`src/rtl/ipm_add_arbiter_pkg.sv`:
```
// ============================================================================
// ipm_add_arbiter_pkg : shared IPM width helper and result-register states
// Rev 1.0
// ============================================================================
`default_nettype none

package ipm_add_arbiter_pkg;

    localparam int unsigned BYTE_W = 8;

    typedef enum logic [0:0] {
        ST_EMPTY = 1'b0,
        ST_FULL  = 1'b1
    } res_state_e;

    function automatic int unsigned ipm_data_w(input int unsigned v);
        return v * BYTE_W;
    endfunction

endpackage

`default_nettype wire

```
`src/rtl/ipm_add_arbiter_add.sv`:
```
// ============================================================================
// ipm_add_arbiter_add : IPM masked addition primitive (t = r ^ q)
// Rev 1.0
// ============================================================================
`default_nettype none

module ipm_add_arbiter_add #(
    parameter int unsigned W = 64
) (
    input  logic [W-1:0] r,
    input  logic [W-1:0] q,
    output logic [W-1:0] t
);

    assign t = r ^ q;

endmodule

`default_nettype wire

```
`src/rtl/ipm_add_arbiter.sv`:
```
// ============================================================================
// ipm_add_arbiter : two-requester round-robin front end sharing one IPM adder
// Rev 1.0
// ============================================================================
`default_nettype none

module ipm_add_arbiter
    import ipm_add_arbiter_pkg::*;
#(
    parameter int unsigned V = 8
) (
    input  logic                      clk,
    input  logic                      rst_n,
    input  logic                      req0_valid,
    input  logic                      req1_valid,
    output logic                      req0_ready,
    output logic                      req1_ready,
    input  logic [ipm_data_w(V)-1:0]  req0_r,
    input  logic [ipm_data_w(V)-1:0]  req0_q,
    input  logic [ipm_data_w(V)-1:0]  req1_r,
    input  logic [ipm_data_w(V)-1:0]  req1_q,
    output logic                      out_valid,
    input  logic                      out_ready,
    output logic [ipm_data_w(V)-1:0]  out_t,
    output logic                      out_id
);

    localparam int unsigned DW = ipm_data_w(V);

    res_state_e      state_q, state_d;
    logic            prio_q, prio_d;
    logic [DW-1:0]   out_t_q, out_t_d;
    logic            out_id_q, out_id_d;

    logic            can_accept;
    logic            grant0, grant1;
    logic [DW-1:0]   mux_r, mux_q, sum_t;

    // rst_n gates the grants so nothing is accepted while reset is held.
    always_comb begin
        can_accept = (state_q == ST_EMPTY) || out_ready;
        grant0     = rst_n && can_accept && req0_valid && (!req1_valid || !prio_q);
        grant1     = rst_n && can_accept && req1_valid && (!req0_valid ||  prio_q);
    end

    assign mux_r = grant1 ? req1_r : req0_r;
    assign mux_q = grant1 ? req1_q : req0_q;

    ipm_add_arbiter_add #(
        .W (DW)
    ) u_add (
        .r (mux_r),
        .q (mux_q),
        .t (sum_t)
    );

    always_comb begin
        state_d  = state_q;
        prio_d   = prio_q;
        out_t_d  = out_t_q;
        out_id_d = out_id_q;
        if (grant0 || grant1) begin
            state_d  = ST_FULL;
            out_t_d  = sum_t;
            out_id_d = grant1;
            prio_d   = !grant1;
        end else if ((state_q == ST_FULL) && out_ready) begin
            state_d  = ST_EMPTY;
        end
    end

    always_ff @(posedge clk or negedge rst_n) begin
        if (!rst_n) begin
            state_q  <= ST_EMPTY;
            prio_q   <= 1'b0;
            out_t_q  <= '0;
            out_id_q <= 1'b0;
        end else begin
            state_q  <= state_d;
            prio_q   <= prio_d;
            out_t_q  <= out_t_d;
            out_id_q <= out_id_d;
        end
    end

    assign req0_ready = grant0;
    assign req1_ready = grant1;
    assign out_valid  = (state_q == ST_FULL);
    assign out_t      = out_t_q;
    assign out_id     = out_id_q;

endmodule

`default_nettype wire

```
`config.mk`:
```
export PLATFORM = sky130hd
export DESIGN_NAME = ipm_add_arbiter
export DESIGN_NICKNAME = d
export VERILOG_FILES = /design/src/rtl/ipm_add_arbiter_pkg.sv /design/src/rtl/ipm_add_arbiter_add.sv /design/src/rtl/ipm_add_arbiter.sv
export SDC_FILE = /design/constraint.sdc
export NUM_CORES = 1
export LEC_CHECK = 0
export BUFFER_PORTS_ARGS = -buffer_cell sky130_fd_sc_hd__buf_2
export CORE_ASPECT_RATIO = 0.6
export CORE_MARGIN = 5
export CORE_UTILIZATION = 36
export CTS_CLUSTER_SIZE = 40
export DETAILED_ROUTE_END_ITERATION = 8
export GPL_TIMING_DRIVEN = 0
export PLACE_DENSITY_LB_ADDON = 0.2
export SETUP_SLACK_MARGIN = 0.5
export SLEW_MARGIN = 20
export SYNTH_ARGS = -nofsm -noshare
export SYNTH_HDL_FRONTEND = slang
export SYNTH_SLANG_ARGS = --single-unit
```
`constraint.sdc`:
```
create_clock -name clk -period 1.5 [get_ports clk]
set_clock_uncertainty 0.15 [all_clocks]
set_input_delay 0.075 -clock clk [delete_from_list [all_inputs] [get_ports clk]]
set_output_delay 0.075 -clock clk [all_outputs]
set_load 0.05 [all_outputs]
```
==> reports/results.ini <==
[grt]
grt_start_max_net_pins=42
grt_util_all_layers_pct=29.1
grt_first_pass_wirelength_um=31700
grt_antenna_before_repair=0
grt-ovfl-total=0
grt_pass1_vias=6304

[synthesis]
synth.most_common_cell=dfrtp_1
synth_commonest_cells=67 x dfrtp_1, 64 x xnor2_1, 64 x xor2_1
synth.yosys.seq_area_share_pct=39.8
synth_ff_type=dfrtp_1
synthesis.area_um2=4210
synth_nets=689
synth-seq-cells=67
syn_inst=428
yosysUniqueCellTypes=21
avgSynthCellArea_um2=9.85
synth_top_area_share_pct=39.8
yosys_warnings=0
synth_top_area_cell=dfrtp_1
synth-async-reset-ratio_pct=100
synth_edf_count=0
yosys-top-cells-area=dfrtp_1 40%, xnor2_1 13%, xor2_1 13%, o22ai_1 9.4%, nor2_2 7.3%

[floorplan]
core_um2=11400
dieArea_um2=14000
core.rowCount=30
boundaryPins=329
start_util_pct=37.1
die_h_um=93.8
dieWidth_um=150

[timing]
min_period_over_period_pct=117
min_period_ns=1.75
setup-tns-final_ns=-8.87
rsz0062_at_grt=yes
max_freq_mhz=571
setup_slack_ns=-0.252
finalHoldViolCount=89
slew_headroom_pct=77.2
maxSlewViolCount=0
tightest_slew_ns=0.340
fin_hold_ws_ns=-0.537
setup_violations=67

[detailed_routing]
ant_nets=0
viasPerCell=5.04
drc=0
wl_um=22800
wl_per_cell_um=19.9
num_vias=5766
first_pass_iters=4
drtIter0Drc=150

[placement]
gp_congestion=0.838
dpl_worst_slack_ns=-0.517
dpl.hpwl_um=12300
place_inst=917
place_area_um2=6100
io_buffers=328

[critical_path]
arrival_ns=1.82
r2r-start=out_valid
r2r_end=out_t[12]
worstPathRequired_ns=1.57
worstPathMaxFanout=7
cp_cell_sequence=nand2b_4 -> nand4_4 -> buf_8 -> inv_8 -> buf_12 -> buf_12 -> nor2_2 -> o22ai_1
cp_common_cell=buf_12
slowest_delay_ns=0.43
worstSetupStartpointType=register
cp-end-kind=register
critPathKind=reg -> reg
r2r_cells=8
crit_path_top_delay_cell=dfrtp_2
r2r_slack_ns=-0.25

[finish]
final_util_pct=82.8
seqCellArea_um2=1680
area_growth_pct=123
finalNonFillerCells=1144
final_area_um2=9420
fillers=652
fin_nets=1238
multi_input_area_um2=2680
drive_gt1_share_pct=57.8

[clocking]
htreeDepth=3
tritoncts=yes
cts-buffers-inserted=9
clock-sinks=67
ctsRootBufferMaster=clkbuf_16
clkTransAtPathRegs_ns=0.06
clockBufferDepth=2
clock_latency_ns=0.33

[run]
max-cap-violations=0

[power_and_ir_drop]
power_density_nw_per_um2=1240
power.leakage_nw=4.44
power_mw=11.7
ir_drop_v=0.000886

[run_status]
status=finished, violations left
violations=negative hold slack, negative setup slack

[hold_path]
hp-class=in -> async

sequential cells by signal, summed over array words and instances (netlist names):
register / flops
out_id: 1
out_t: 64
out_valid: 1
prio_q: 1
critical path: cells and delay by family (launching register included):
kind                   cells  cell delay [ns]
AND/OR/NAND/NOR            3             0.27
flip-flops                 1             0.43
AO/OA/AOI/OAI              1             0.26
buffers and inverters      4             0.52
worst max-delay path by stage:
stage,start,to,slack [ns],cells after the start
after floorplan,out_valid,out_t[0],-0.1,8
after global placement,rst_n,req1_ready,-1.28,6
after detailed placement,rst_n,req1_ready,-0.52,7
after CTS,prio_q,req1_ready,-0.23,5
after global routing,prio_q,out_t[12],-0.34,6
final,out_valid,out_t[12],-0.25,8
what timing repair did:
action                     4_1_cts  5_1_grt
pin swaps                       13       27
setup endpoints to repair      134      134
hold buffers                   122        2
cloned                           6        0
gates resized for setup        223      105
setup buffers                   61       18
hold endpoints to repair       132       83
where the power goes:
| group | total (mW) | switching (mW) | internal, mW |
|---|---|---|---|
| clock | 2.00 | 0.797 | 1.21 |
| combinational | 6.91 | 3.73 | 3.18 |
| sequential | 2.80 | 0.456 | 2.34 |
placed cells by master (no fill, tap or decap), types with 2 or more instances in the layout:
cell / instances
buf_12: 11
buf_8: 14
o21ai_1: 32
clkinv_2: 2
nand2_1: 3
diode_2: 2
dfrtp_2: 2
nor2_4: 21
xnor2_1: 64
nand2_2: 2
dlygate4sd3_1: 124
buf_6: 76
nor2_1: 10
clkbuf_1: 3
o21ai_0: 13
buf_16: 6
buf_4: 73
xor2_1: 64
dfrtp_1: 65
buf_2: 259
o22ai_2: 29
clkbuf_8: 2
o21ai_2: 20
nor2_2: 33
clkbuf_4: 2
clkbuf_16: 9
o22ai_1: 35
layout make-up:
type                            count  share of cell area [%]
Antenna cell                        2                  0.0531
Tap cell                          160                    2.13
Sequential cell                    67                    17.8
Multi-Input combinational cell    330                    28.5
Buffer                             28                    3.92
Clock inverter                      2                   0.106
Timing Repair Buffer              538                    44.5
Inverter                            3                   0.239
Clock buffer                       14                    2.80
routing by layer:
metal  GRT usage (%)  up-vias  part of all wire, %
met5               0        -                    0
met1            29.3     2783                   33
li1                -     2582                    -
met2            55.8      309                   55
met3            8.68       92                  7.9
met4            12.4        0                  4.5
logic make-up after synthesis:
group           after synthesis  share of synthesized area [%]
compound gates              130                           17.7
xor+xnor                    128                           26.6
simple gates                 72                           9.77
flops                        67                           39.8
buf+inv                      31                           6.12
Power figures use the tool's default switching activity.
